==> config.mk <==
export PLATFORM = sky130hd
export DESIGN_NAME = video_level_mixer
export DESIGN_NICKNAME = d
export VERILOG_FILES = /design/src/rtl/video_mix_pkg.sv /design/src/rtl/pix_ce_div.sv /design/src/rtl/video_level_mixer.sv
export SDC_FILE = /design/constraint.sdc
export NUM_CORES = 1
export LEC_CHECK = 0
export ABC_AREA = 1
export ABC_CLOCK_PERIOD_IN_PS = 1550
export CAP_MARGIN = 20
export CORE_MARGIN = 4
export CORE_UTILIZATION = 54
export DETAILED_ROUTE_END_ITERATION = 8
export GPL_ROUTABILITY_DRIVEN = 0
export PLACE_DENSITY = 0.79
export SYNTH_ARGS = -nofsm -noshare
export SYNTH_HDL_FRONTEND = slang
export SYNTH_HIERARCHICAL = 1
export SYNTH_SLANG_ARGS = --single-unit
==> constraint.sdc <==
create_clock -name clk_video -period 1.55 [get_ports clk_video]
set_input_delay 0.155 -clock clk_video [delete_from_list [all_inputs] [get_ports clk_video]]
set_output_delay 0.155 -clock clk_video [all_outputs]
set_load 0.05 [all_outputs]
==> src/rtl/video_mix_pkg.sv <==
// Shared constants and helpers for the video level mixer.
// Includes parameter limits, the reset ramp and the pipeline depth.
package video_mix_pkg;

  localparam int NUM_IN_MIN = 1;
  localparam int NUM_IN_MAX = 4;
  localparam int OUT_W_MIN  = 1;
  localparam int OUT_W_MAX  = 12;
  localparam int DIV_MIN    = 1;
  localparam int DIV_MAX    = 256;
  localparam int PIPE_LAT   = 2;

  function automatic int ramp_entry(
    input int i,
    input int n,
    input int w
  );
    return (i * ((1 << w) - 1)) / ((1 << n) - 1);
  endfunction

endpackage

==> src/rtl/pix_ce_div.sv <==
// Pixel clock-enable divider: one-cycle strobe every DIV clocks.
// The strobe is registered, so the first one follows the DIV-th edge.
module pix_ce_div #(
  parameter int DIV = 8
) (
  input  logic clk_video,
  input  logic Reset_I,
  output logic ce_pix
);

  localparam int CW = (DIV > 1) ? $clog2(DIV) : 1;
  localparam logic [CW-1:0] LAST = CW'(DIV - 1);

  logic [CW-1:0] cnt;

  always_ff @(posedge clk_video or negedge Reset_I) begin
    if (!Reset_I) begin
      cnt    <= '0;
      ce_pix <= 1'b0;
    end else begin
      ce_pix <= (cnt == LAST);
      cnt    <= (cnt == LAST) ? '0 : cnt + 1'b1;
    end
  end

endmodule

==> src/rtl/video_level_mixer.sv <==
// Maps one-bit video lines to an intensity via a programmable table.
// Two-strobe pipeline keeps sync and blank aligned with the pixel.
module video_level_mixer
  import video_mix_pkg::*;
#(
  parameter int NUM_IN = 2,
  parameter int OUT_W  = 8,
  parameter int DIV    = 8
) (
  input  logic              clk_video,
  input  logic              Reset_I,
  input  logic [NUM_IN-1:0] video_in,
  input  logic              hblank_in,
  input  logic              vblank_in,
  input  logic              hs_in,
  input  logic              vs_in,
  input  logic              tbl_wr,
  input  logic [NUM_IN-1:0] tbl_addr,
  input  logic [OUT_W-1:0]  tbl_data,
  input  logic              invert,
  output logic              ce_pix,
  output logic [OUT_W-1:0]  level_out,
  output logic              hblank_out,
  output logic              vblank_out,
  output logic              hs_out,
  output logic              vs_out,
  output logic              de_out
);

  localparam int DEPTH = 1 << NUM_IN;

  if (NUM_IN < NUM_IN_MIN || NUM_IN > NUM_IN_MAX) begin : g_bad_num_in
    $fatal(1, "video_level_mixer: NUM_IN out of range");
  end
  if (OUT_W < OUT_W_MIN || OUT_W > OUT_W_MAX) begin : g_bad_out_w
    $fatal(1, "video_level_mixer: OUT_W out of range");
  end
  if (DIV < DIV_MIN || DIV > DIV_MAX) begin : g_bad_div
    $fatal(1, "video_level_mixer: DIV out of range");
  end

  logic [OUT_W-1:0]  tbl [DEPTH];
  logic [NUM_IN-1:0] vid1;
  logic              hb1;
  logic              vb1;
  logic              hs1;
  logic              vs1;

  pix_ce_div #(.DIV(DIV)) u_div (
    .clk_video (clk_video),
    .Reset_I   (Reset_I),
    .ce_pix    (ce_pix)
  );

  // Writes ignore ce_pix; a same-cycle lookup still sees the old entry.
  always_ff @(posedge clk_video or negedge Reset_I) begin
    if (!Reset_I) begin
      for (int i = 0; i < DEPTH; i++)
        tbl[i] <= OUT_W'(ramp_entry(i, NUM_IN, OUT_W));
    end else if (tbl_wr) begin
      tbl[tbl_addr] <= tbl_data;
    end
  end

  always_ff @(posedge clk_video or negedge Reset_I) begin
    if (!Reset_I) begin
      vid1       <= '0;
      hb1        <= 1'b0;
      vb1        <= 1'b0;
      hs1        <= 1'b0;
      vs1        <= 1'b0;
      level_out  <= '0;
      hblank_out <= 1'b0;
      vblank_out <= 1'b0;
      hs_out     <= 1'b0;
      vs_out     <= 1'b0;
    end else if (ce_pix) begin
      vid1       <= video_in;
      hb1        <= hblank_in;
      vb1        <= vblank_in;
      hs1        <= hs_in;
      vs1        <= vs_in;
      level_out  <= (hb1 | vb1) ? '0
                  : (tbl[vid1] ^ {OUT_W{invert}});
      hblank_out <= hb1;
      vblank_out <= vb1;
      hs_out     <= hs1;
      vs_out     <= vs1;
    end
  end

  assign de_out = ~(hblank_out | vblank_out);

endmodule

# --- Yosys cells after proc, flatten, opt, wreduce, memory -nomap -nowiden ---
# Cells that the tools add are included.
totals:
  ff_bits: 54
  output_inout_bits: 14
  in_bits: 20
op_classes:
  eq_ne: 1
  add_sub_neg: 1
  magnitude_cmp: 3
  muxes: 8
  reduce_logical: 1
  n_bitwise: 6
op_table:
  columns: ["op", "count"]
  rows:
  - ["32-bit bitwise mux", 1]
  - ["8-bit two-way mux", 4]
  - ["8-bit binary-select mux with 2-bit select", 1]
  - ["8-bit demux with 2-bit select", 1]
  - ["8-bit bitwise XOR", 1]
  - ["3-bit greater-or-equal comparator, second input constant", 2]
  - ["2-bit inverter with 3-bit output", 2]
  - ["3-bit by 1-bit adder with 3-bit output, second input constant", 1]
  - ["3-bit equality test, second input constant", 1]
  - ["3-bit by 1-bit less-than comparator with 1-bit output, second input constant", 1]
  - ["3-bit two-way mux", 1]
  - ["1-bit bitwise OR", 2]
  - ["1-bit logical AND", 1]
  - ["1-bit inverter", 1]

# --- Longest topological paths before layout ---
depth:
  word_depth: 6
  depth_mapped: 9

# --- By module ---
# Netlist, hierarchy kept.
modules_own_cells:
  columns: ["module", "area_per_inst_um2", "instances", "seq_area_each_um2", "cells_per_inst"]
  rows:
  - ["video_level_mixer", 2275.9, 1, 1271.2, 266]
  - ["pix_ce_div", 128.9, 1, 100.1, 7]

# --- Worst setup path after synthesis ---
# OpenSTA, ideal clock, no wires.
synth_timing:
  path_type: "register to output"
  start: "register vblank_out"
  end: "output de_out"
  stages_incl_launch_ff: 2
  slack_ps: 104
  arrival_time_ps: 1291
  path_buffers: 0
  required_ps: 1395
  path_cell_list: "dfrtp_1 -> nor2_1"
synth_via:
  elab_chain_cells: 2
synth_rtl:
  columns: ["element", "line_no", "source"]
  rows:
  - ["start, declared", "video_level_mixer.sv:24", "output logic vblank_out,"]
  - ["start signal, assigned", "video_level_mixer.sv:86", "vblank_out <= vb1;"]
  - ["1-bit bitwise OR", "video_level_mixer.sv:92", "assign de_out = ~(hblank_out | vblank_out);"]
  - ["1-bit inverter", "video_level_mixer.sv:92", null]
  - ["end, declared", "video_level_mixer.sv:27", "output logic de_out"]
# No other way between the ends.

# --- Worst setup path after layout ---
layout_timing:
  start: "register vid1[1]"
  end: "register level_out[4]"
layout_via:
  elab_chain_cells: 6
layout_rtl:
  columns: ["element", "line_no", "source"]
  rows:
  - ["start, declared", "video_level_mixer.sv:43", "logic [NUM_IN-1:0] vid1;"]
  - ["start signal, assigned", "video_level_mixer.sv:78", "vid1 <= video_in;"]
  - ["2-bit inverter with 3-bit output (implied by the code)", "video_level_mixer.sv:84", ": (tbl[vid1] ^ {OUT_W{invert}});"]
  - ["8-bit binary-select mux with 2-bit select", "video_level_mixer.sv:84", null]
  - ["8-bit two-way mux (implied by the code) (2 in a row)", "video_level_mixer.sv:84", null]
  - ["8-bit bitwise XOR", "video_level_mixer.sv:84", null]
  - ["8-bit two-way mux", "video_level_mixer.sv:83", "level_out <= (hb1 | vb1) ? '0"]
  - ["end signal, assigned", "video_level_mixer.sv:83", null]
  - ["end, declared", "video_level_mixer.sv:22", "output logic [OUT_W-1:0] level_out,"]
# No other way between the ends. The select of a mux whose other input is x is not followed.
# A chain may end at the register's enable or synchronous reset.

==> metrics <==
vias in the first global route 1605; chip width ~75 um; I/O pin count 34; Inserted Diodes 0; Mapped Cells 273; synth warn 6; clock root cell clkbuf_8; Max Cap Violations 0; cell count of the worst reg-to-reg path 6; r2r startpoint vid1[1]; Clock Latency Late Sink 300 ps; # DRC 0; I/O Buffers 33; CP max FO 9; initial detailed-routing violation count between 100 and 150; crit path launch type flip-flop; Crit path depth 6; Setup Skew between 8 and 9 ps; first-pass GRT wire length ~7.4 mm; Gate power share 17.0%; initial antenna violation count 0; Worst Path Required ~1700 ps; reg2reg end level_out[4]; post-synth cell types 17; post-synth net total 295; RSZ-0062 raised after global routing false; largest net degree at the start of global routing 55; Syn Std Cell Area roughly 2400 um^2; worst slew pin tran 456 ps; delay-heaviest family, CP flip-flops; Post-CTS Setup Repair Bufs 0; Worst setup EP type flip-flop; total global-route track usage between 10% and 20%; Crit path top cell by count nand2_1; Seq cells post-synth 54; total clock sinks 54; DRT Pass-1 Iters 4; reg2reg setup slack 300 ps; Crit-path slowest cell dfrtp_1; Final ANT Viol Nets 0; core area ~4300 um^2; clock period minus worst slack ~1200 ps; layout cell share with drive strength beyond 1 ~17%; power share of the sequential group 57.8%; Initial Util 55.6%; Avg Inst Size Synth between 8 and 9 um^2; crit path to level_out[4]; clock buffer depth 2; Area Overhead vs Synth 18.0%; post-cts gate resize count 0; clk slew on worst S/H paths approximately 90 ps; Largest stage delay, worst path ~550 ps; critical path startpoint vid1[1]; Hold WC Path Type input pin to async pin; Static Leak 1.39 nW; Finish-stage setup viols 0; H-tree depth 2; worst hold slack 355 ps; Fmax 802 MHz; final worst path period share 80.5%; sw frac between 20% and 30%; Crit Path Category flip-flop to flip-flop; fin nets roughly 330; Synth area leader dfrtp_1; area share of the largest cell type after synthesis 39.5%; CTS tree built; height of the die 74.7 um; top cells by area, synth dfrtp_1 40%, dfstp_2 17%, nand2_1 17%; Psw between 0.8 and 0.9 mW; WP buf/inv 1; Peak supply drop around 0.63 mV; CTS Hold Bufs 1; Hold Violations, Final 0; Die ar. 5590 um^2; Slew headroom 69.6%; Clock power frac roughly a quarter; Power per Cell Area between 1000 and 1500 nW/um^2; CP cell instances inv_4 -> nand3_1 -> nand2_1 -> nand2_1 -> nand3_1 -> nand2_1; post-DP HPWL approximately 3.3 mm; post-synthesis sequential area ratio roughly 57%; Pint 2.13 mW; cts bufs inserted 5; status completed; CP arrival 1440 ps; row cnt 24; WL final 4.54 mm; Avg WL per Cell 12.5 um; Via density around 5.0; Final TNS setup 0 ps; count of pins over their slew limit 0; DR vias 1809; Fill cells 377; grt total ovfl 0
[cells in the final DEF, fill, tap and decap left out, drive strengths merged]
master and instances:
clkinv 2, o21ai 42, dfstp 16, inv 17, dlygate4sd3 1, clkbuf 6, nor2 4, buf 23
dfrtp 38, nand2 108, nor3 1, clkdlybuf4s50 18, ha 2, nand3 34
[flip-flops by register name, indices dropped and copies added, names as in the netlist]
register	count
vs1	1
vblank_out	1
vid1	2
hs_out	1
level_out	8
u_div/ce_pix	1
tbl	32
vs_out	1
hs1	1
u_div/cnt	3
vb1	1
hb1	1
hblank_out	1
[through the flow]
step	util [%]	worst slack, ps	power [mW]	std cells	instance area (um^2)
2_1_floorplan	-	104	2.06	273	2400
3_3_place_gp	63.5	165	2.22	355	2750
3_5_place_dp	63.5	86.5	2.24	355	2750
4_1_cts	65.6	313	3.00	364	2840
5_1_grt	65.6	228	3.12	364	2840
6_report	65.6	303	2.96	364	2840
[power by group through the flow]
stage | clock network, mW | logic [mW] | registers, mW
floorplan | 0 | 0.281 | 1.77
global placement | 0 | 0.490 | 1.73
detailed placement | 0 | 0.506 | 1.74
CTS | 0.775 | 0.511 | 1.71
global route | 0.824 | 0.569 | 1.73
finish | 0.745 | 0.504 | 1.71
[cells by family (layout without fill, tap and decap cells)]
kind of cell | after synthesis | in the layout | share of synthesized area (%)
compound gates | 42 | 42 | 8.74
fa+ha+maj | 2 | 2 | 1.04
buf+inv | 28 | 67 | 7.23
flops | 54 | 54 | 57.0
simple gates | 147 | 147 | 26.0
[layer usage]
metal	share of wire, %	GRT usage, %
met3	5.5	4.94
met1	47	24.6
met5	0	0
met2	46	26.3
met4	1.5	6.13
[worst min-delay path by stage]
stage	from	endpoint	slack, ps	depth (start not counted)
floorplan	Reset_I	hb1	-140	0
global placement	Reset_I	hs_out	160	2
detailed placement	Reset_I	hblank_out	170	2
CTS	Reset_I	hblank_out	380	3
global route	Reset_I	hblank_out	380	3
finish	Reset_I	hblank_out	360	3
[area by class of cell]
class / instances / area, um^2 / area share [%]
Tap cell: 52 / 65.1 / 2.29
Inverter: 17 / 73.8 / 2.60
Timing Repair Buffer: 42 / 385 / 13.6
Multi-Input combinational cell: 191 / 860 / 30.3
Sequential cell: 54 / 1370 / 48.3
Clock inverter: 2 / 10.0 / 0.353
Clock buffer: 6 / 72.6 / 2.56
[worst min-delay path: cells and delay by family]
| kind | cells | cell delay [ps] |
|---|---|---|
| buffers and inverters | 3 | 900 |
[synth_stat cells, drive strengths merged]
cell,n
nand2,108
dfrtp,38
nor3,1
nand3,34
ha,2
buf,9
dfstp,16
nor2,4
o21ai,42
clkbuf,2
inv,17
(Power assumes the default switching activity.)
